## config.mk

```make
export PLATFORM = sky130hd
export DESIGN_NAME = fifo_rd_ctrl_flat
export DESIGN_NICKNAME = d
export VERILOG_FILES = /design/src/rtl/fifo_rd_ctrl_if.sv /design/src/rtl/fifo_rd_ctrl.sv /design/src/flat_wrapper.sv
export SDC_FILE = /design/constraint.sdc
export NUM_CORES = 1
export LEC_CHECK = 0
export ABC_AREA = 1
export CAP_MARGIN = 10
export CORE_MARGIN = 1
export CORE_UTILIZATION = 44
export CTS_BUF_LIST = sky130_fd_sc_hd__clkbuf_16
export CTS_CLUSTER_DIAMETER = 120
export DETAILED_ROUTE_END_ITERATION = 16
export GPL_TIMING_DRIVEN = 0
export PLACE_DENSITY = 0.76
export SYNTH_ARGS = -nofsm -noshare
export SYNTH_HDL_FRONTEND = slang
export SYNTH_SLANG_ARGS = --single-unit
```

## constraint.sdc

```tcl
create_clock -name clk -period 1.4 [get_ports clk]
set_input_delay 0.14 -clock clk [delete_from_list [all_inputs] [get_ports clk]]
set_output_delay 0.14 -clock clk [all_outputs]
set_load 0.05 [all_outputs]
```

## src/rtl/fifo_rd_ctrl_if.sv

```systemverilog
// fifo_rd_ctrl_if: FIFO read port plus valid/ready output stream used by fifo_rd_ctrl
interface fifo_rd_ctrl_if #(
  parameter int DATA_W = 8,
  parameter int CNT_W  = 4
);
  logic              fifo_empty;
  logic [CNT_W-1:0]  fifo_counter;
  logic [DATA_W-1:0] fifo_out;
  logic              fifo_rd_en;
  logic [DATA_W-1:0] m_data;
  logic              m_valid;
  logic              m_ready;
  modport master (
    input  fifo_empty, fifo_counter, fifo_out, m_ready,
    output fifo_rd_en, m_data, m_valid
  );
  modport slave (
    output fifo_empty, fifo_counter, fifo_out, m_ready,
    input  fifo_rd_en, m_data, m_valid
  );
endinterface

```

## src/rtl/fifo_rd_ctrl.sv

```systemverilog
// fifo_rd_ctrl: FIFO read controller with 2-entry skid buffer and valid/ready output.
// Optional burst gating (IDLE/DRAIN FSM with idle timeout) enabled by FIFO_RD_BURST_EN.
module fifo_rd_ctrl #(
  parameter int DATA_W    = 8,
  parameter int CNT_W     = 4,
  parameter int BURST_LEN = 4,
  parameter int TIMEOUT   = 15
) (
  input  logic           clk,
  input  logic           rst_n,
  fifo_rd_ctrl_if.master bus,
  output logic           busy_o,
  output logic [15:0]    word_cnt_o
);
  typedef enum logic {IDLE, DRAIN} state_t;
  state_t            state_q;
  logic [1:0]        occ_q, occ_d;
  logic              inflight_q, inflight_d;
  logic [DATA_W-1:0] head_q, head_d, tail_q, tail_d;
  logic [15:0]       word_cnt_q, word_cnt_d;
  logic [1:0]        credit;
  logic              pop, rd_en, eligible, nonempty, wr_tail;
  assign credit   = occ_q + {1'b0, inflight_q};
  assign pop      = bus.m_valid & bus.m_ready;
  assign nonempty = ~bus.fifo_empty & (|bus.fifo_counter);
  assign eligible = state_q == DRAIN;
  assign rd_en    = eligible & nonempty & ((credit < 2'd2) | ((credit == 2'd2) & pop));
  assign wr_tail  = (occ_q == 2'd1) & ~pop;
  assign bus.fifo_rd_en = rd_en;
  assign bus.m_valid    = occ_q != 2'd0;
  assign bus.m_data     = head_q;
  assign busy_o         = (state_q == DRAIN) | inflight_q | (occ_q != 2'd0);
  assign word_cnt_o     = word_cnt_q;
  // next state of the skid buffer: pop shifts tail to head, a returning read lands behind the head
  always_comb begin
    occ_d      = occ_q + {1'b0, inflight_q} - {1'b0, pop};
    inflight_d = rd_en;
    head_d     = (inflight_q & ~wr_tail) ? bus.fifo_out : pop ? tail_q : head_q;
    tail_d     = (inflight_q & wr_tail) ? bus.fifo_out : tail_q;
    word_cnt_d = word_cnt_q + {15'd0, pop};
  end
  // buffer, credit and transfer counter registers
  always_ff @(posedge clk or negedge rst_n) begin
    if (!rst_n) begin
      occ_q      <= '0;
      inflight_q <= 1'b0;
      head_q     <= '0;
      tail_q     <= '0;
      word_cnt_q <= '0;
    end else begin
      occ_q      <= occ_d;
      inflight_q <= inflight_d;
      head_q     <= head_d;
      tail_q     <= tail_d;
      word_cnt_q <= word_cnt_d;
    end
  end
`ifdef FIFO_RD_BURST_EN
  localparam int TW = $clog2(TIMEOUT + 1);
  logic [TW-1:0] timer_q;
  // burst gate: wait for BURST_LEN words or TIMEOUT idle cycles, then drain until empty
  always_ff @(posedge clk or negedge rst_n) begin
    if (!rst_n) begin
      state_q <= IDLE;
      timer_q <= '0;
    end else if (state_q == IDLE) begin
      if ((bus.fifo_counter >= CNT_W'(BURST_LEN)) || (timer_q == TW'(TIMEOUT))) begin
        state_q <= DRAIN;
        timer_q <= '0;
      end else begin
        timer_q <= bus.fifo_empty ? '0 : timer_q + 1'b1;
      end
    end else if (bus.fifo_empty && !inflight_q) begin
      state_q <= IDLE;
    end
  end
`else
  // without burst gating the controller drains continuously once out of reset
  always_ff @(posedge clk or negedge rst_n) begin
    if (!rst_n) state_q <= IDLE;
    else        state_q <= DRAIN;
  end
`endif
  // credit rule: buffered plus in-flight words can never exceed the two buffer slots
  a_credit: assert property (@(posedge clk) disable iff (!rst_n) credit <= 2'd2);
endmodule

```

## src/flat_wrapper.sv

```systemverilog
// flat-port wrapper written by rule: the top's interface ports become plain ports
module fifo_rd_ctrl_flat 
#(
  parameter int DATA_W    = 8,
  parameter int CNT_W     = 4,
  parameter int BURST_LEN = 4,
  parameter int TIMEOUT   = 15
)
  (clk, rst_n, busy_o, word_cnt_o, bus_fifo_empty, bus_fifo_counter, bus_fifo_out, bus_m_ready, bus_fifo_rd_en, bus_m_data, bus_m_valid);
  fifo_rd_ctrl_if #(.DATA_W(DATA_W), .CNT_W(CNT_W)) bus_i ();
  input  logic clk;
  input  logic rst_n;
  output logic busy_o;
  output logic [15:0] word_cnt_o;
  input wire logic [$bits(bus_i.fifo_empty)-1:0] bus_fifo_empty;
  input wire logic [$bits(bus_i.fifo_counter)-1:0] bus_fifo_counter;
  input wire logic [$bits(bus_i.fifo_out)-1:0] bus_fifo_out;
  input wire logic [$bits(bus_i.m_ready)-1:0] bus_m_ready;
  output wire logic [$bits(bus_i.fifo_rd_en)-1:0] bus_fifo_rd_en;
  output wire logic [$bits(bus_i.m_data)-1:0] bus_m_data;
  output wire logic [$bits(bus_i.m_valid)-1:0] bus_m_valid;
  assign bus_i.fifo_empty = bus_fifo_empty;
  assign bus_i.fifo_counter = bus_fifo_counter;
  assign bus_i.fifo_out = bus_fifo_out;
  assign bus_i.m_ready = bus_m_ready;
  assign bus_fifo_rd_en = bus_i.fifo_rd_en;
  assign bus_m_data = bus_i.m_data;
  assign bus_m_valid = bus_i.m_valid;
  fifo_rd_ctrl #(.DATA_W(DATA_W), .CNT_W(CNT_W), .BURST_LEN(BURST_LEN), .TIMEOUT(TIMEOUT)) u_core (.clk(clk), .rst_n(rst_n), .bus(bus_i), .busy_o(busy_o), .word_cnt_o(word_cnt_o));
endmodule
```

* Word-level counts from Yosys, hierarchy flattened *
Index checks and enable logic that the tools add are counted.

cells by class
  $add $sub $neg = 3
  magnitude comparators = 1
  equality and inequality tests = 2
  muxes and demuxes = 2
  bitwise logic cells = 14
  reductions and logical operators = 3

operator list
  cell                  count
  $add A16 B1 Y16       1
  $mux W8               2
  $and A1 B1 Y1         8
  $reduce_bool A2 Y1    2
  $reduce_or A4 Y1      1
  $not A1 Y1            3
  $or A1 B1 Y1          3
  $add A2 B1 Y2         1
  $eq A2 B1 Y1 const B  1
  $eq A2 B2 Y1 const B  1
  $lt A2 B2 Y1 const B  1
  $sub A2 B1 Y2         1

storage, ports and cells
  bits in registers = 36
  input port bits = 16
  logic and storage cells = 31

* Depth between registers and ports, before layout *
  word-level depth = 7
  depth in mapped cells = 10
  depth with buffers taken out = 10

* Worst setup path before layout *
OpenSTA, ideal clock, no wires.

  kind = register to register
  from = register u_core.word_cnt_q[0], in the netlist u_core.word_cnt_o[0]
  to = register u_core.word_cnt_q[14], in the netlist u_core.word_cnt_o[14]
  library setup time = 0.120 ns
  arrival time = 1.605 ns
  slack = -0.325 ns
  stages on the path, launching flop included = 9
  period minus slack after synthesis = 1.725 ns
  path through = dfrtp_1 -> nand3_2 -> inv_1 -> ha_1 -> nand3_1 -> nor2_1 -> nand3_1 -> nand2_1 -> nand2_1

between the ends
  cells in the longest elaborated chain, start to end = 1

RTL lines
  item                       line                source
  start: declaration         fifo_rd_ctrl.sv:20  logic [15:0] word_cnt_q, word_cnt_d;
  start signal: assignment   fifo_rd_ctrl.sv:55  word_cnt_q <= word_cnt_d;
  $add A16 B1 Y16            fifo_rd_ctrl.sv:40  word_cnt_d = word_cnt_q + {15'd0, pop};
  via u_core.word_cnt_d[14]  fifo_rd_ctrl.sv:20

The timed path passes the listed nets, and every way through them passes these cells.
A chain may end at the register's enable or synchronous reset.

* Worst setup path after layout *
  from = register u_core.occ_q[1]
  to = output bus_fifo_rd_en

between the ends
  cells in the longest elaborated chain, start to end = 5

RTL lines
  item                                                        line                                    source
  start: declaration                                          fifo_rd_ctrl.sv:17                      logic [1:0] occ_q, occ_d;
  start signal: assignment                                    fifo_rd_ctrl.sv:45                      occ_q <= '0;
  start signal: assignment                                    fifo_rd_ctrl.sv:51                      occ_q <= occ_d;
  $add A2 B1 Y2 / $reduce_bool A2 Y1 (equally long branches)  fifo_rd_ctrl.sv:23, fifo_rd_ctrl.sv:30
  $eq A2 B2 Y1 / $and A1 B1 Y1 (equally long branches)        fifo_rd_ctrl.sv:27, fifo_rd_ctrl.sv:24
  $and A1 B1 Y1                                               fifo_rd_ctrl.sv:27                      assign rd_en = eligible & nonempty & ((credit < 2'd2) | ((credit == 2'd2) & pop));
  $or A1 B1 Y1 (*)                                            fifo_rd_ctrl.sv:27
  $and A1 B1 Y1 (*)                                           fifo_rd_ctrl.sv:27
  end: declaration                                            flat_wrapper.sv:19                      output wire logic [$bits(bus_i.fifo_rd_en)-1:0] bus_fifo_rd_en;

Every way passes the cells marked *; elsewhere a longest branch is shown, timed or not.

==> reports/results.txt <==
Status = complete, but fails checks
Failing checks = negative setup slack
Die width = 64.8 um
Crit start category = register
Register area share after synthesis = 0.519
Die area = 4200 sq um
Vias in the first global route = 1503
Fin worst setup slack = -216 ps
CTS tree = built
Post-synthesis cell area = 1740 sq um
Final core occ = 0.702
Critical Path Fanout Max = 3
TritonCTS Buffers = 5
CTS root buffer = clkbuf_16
DPL Wire Length = 2.57 mm
DR vias/cell = 5.07
Number of max-cap violations = 0
Final Critical Period = 1620 ps
PortBufs = 42
Overflow after GRT = 0
Yosys cell types = 22
Fmax = 0.619 GHz
Routability congestion estimate = 0.800
Final Cycle Share = 1.15
H-tree levels = 2
Final-report setup violation count = 16
Worst Path Required = 1260 ps
Final hold vios = 0
Crit path from = u_core.occ_q[1]
DRC errors left = 0
Post-synthesis cell count = 195
Max VDD drop = 0.00133 V
Clk_lat worst skew = 280 ps
I/O pins = 43
Ant. Diodes = 0
Slew Limit Headroom = 0.469
All-Layer GR Usage = 0.217
Total power = 5310 uW
HP Start = bus_fifo_out[4]
# rows = 22
Yosys reg bits = 36
Largest net degree at the start of global routing = 37
Clock skew = 5.29 ps
DRT Pass-1 Iters = 4
DP Worst Slack = -741 ps
Min-Delay Path Class = in2reg
Syn Area/Cell = 8.91 sq um
Clock Tree Buf Depth = 2
Worst Setup End Kind = output pin
LEAKAGE = 0.00125 uW
Core area = 3720 sq um
Routed WL = 4.03 mm
Measured slew at the worst slew-check pin = 796 ps
Nets = 275
Commonest non-fill, non-tap cell in the layout = nand2_1
Final antenna-violating net count = 0
Syn Nets = 215
Max-slew violation count = 0
Initial drt markers = 92
First-pass GRT wire length = 6.82 mm
Clock-pin slew on the worst setup and hold paths = 60 ps
Most frequent cells in the layout = 49 x nand2_1, 32 x dfrtp_1, 25 x nand3_1, 15 x dlygate4sd2_1
Initial antenna violation count = 0
Kind of critical path = reg2out
Power density over the cells = 2030 nW/um^2
CTS sink count = 36
Layout cells sized above 1 = 0.250
RSZ-0062 raised after global routing = yes
Initial Util = 0.467
Routed vias = 1542
Wire length per cell = 13.2 um
Reg2reg start = u_core.occ_q[1]
Die Y = 64.8 um
P&R area growth vs syn = 50.3%
Worst EP arrival = 1480 ps
Synth Warn # = 0
[per-stage QoR]
stage	setup TNS, ps	instance area [sq um]	instances	hold slack, ps
floorplan	-1190	1790	195	-156
global placement	-25150	2270	285	481
detailed placement	-3530	2260	285	273
CTS	-902	2520	299	426
global route	-2590	2610	304	467
finish	-1300	2610	304	428
[final cells by class]
type / instances / area (sq um)
inverters: 21 / 83.8
flip-flops and latches: 36 / 906
fillers: 298 / 1110
clock inverters: 3 / 38.8
plain buffers: 2 / 26.3
repair buffers: 53 / 495
multi-input cells: 136 / 875
clock buffers: 5 / 125
well taps: 48 / 60.1
[path summary, 6_finish.rpt]
| check | end | slack (ps) | cells after the start |
|---|---|---|---|
| max | bus_fifo_rd_en | -220 | 8 |
| min | u_core.tail_q[4] | 430 | 3 |
| max reg2reg | u_core.word_cnt_o[13] | -150 | 10 |
| min reg2reg | u_core.tail_q[4] | 500 | 2 |
| max in group asynchronous | u_core.inflight_q | 360 | 2 |
| min in group asynchronous | u_core.word_cnt_o[14] | 490 | 2 |
[layer usage]
layer | GRT usage | wire length [um]
met2 | 0.366 | 2020
met1 | 0.256 | 1690
met3 | 0.0616 | 206
met4 | 0.0944 | 103
met5 | 0 | 0
[kinds of logic (layout without fill, tap and decap cells)]
kind of cell / after synthesis / count (layout) / synth area share
and+or+nand+nor: 109 / 109 / 0.300
xor gates and xnor gates: 12 / 12 / 0.0605
adders and majority gates: 4 / 4 / 0.0288
buffers and inverters: 23 / 84 / 0.0584
AOI/OAI and AO/OA: 10 / 10 / 0.0310
other: 1 / 1 / 0.00216
DFF: 36 / 36 / 0.519
[sequential cells by signal, summed over array words and instances, names as in the netlist]
signal	cells
u_core.word_cnt_o	16
u_core.bus.m_data	8
u_core.tail_q	8
u_core.occ_q	2
u_core.eligible	1
u_core.inflight_q	1
[power by group]
group / internal, uW / switching [uW] / leakage (uW)
sequential: 1390 / 328 / 0.000452
combinational: 814 / 1530 / 0.000714
clock: 829 / 415 / 0.0000850
[cells in the mapped netlist (all sizes together)]
cell,instances,share of area
xor2,8,0.040
nand3,34,0.11
nand4,3,0.011
a21oi,2,0.0079
dfrtp,36,0.52
nor3,1,0.0029
nand3b,1,0.0043
inv,21,0.045
xnor2,4,0.020
buf,2,0.013
ha,4,0.029
nand2,54,0.13
o21ai,8,0.023
nor2,16,0.048
conb,1,0.0022
[worst max-delay path, stage by stage, from the launching register on]
cell and delay, ps:
dfrtp_1 410, inv_2 90, nand2_8 80, inv_4 40
nor2_4 90, buf_6 120, nand2_2 60, a21oi_4 130
buf_6 170
[repair_timing]
action | in CTS | in global routing
hold endpoints to repair | 36 | 0
setup buffers | 5 | 6
endpoints found under the setup margin | 34 | 25
hold buffers | 1 | 0
resized for setup | 61 | 26
pin swaps | 7 | 6
(Power assumes the default switching activity.)
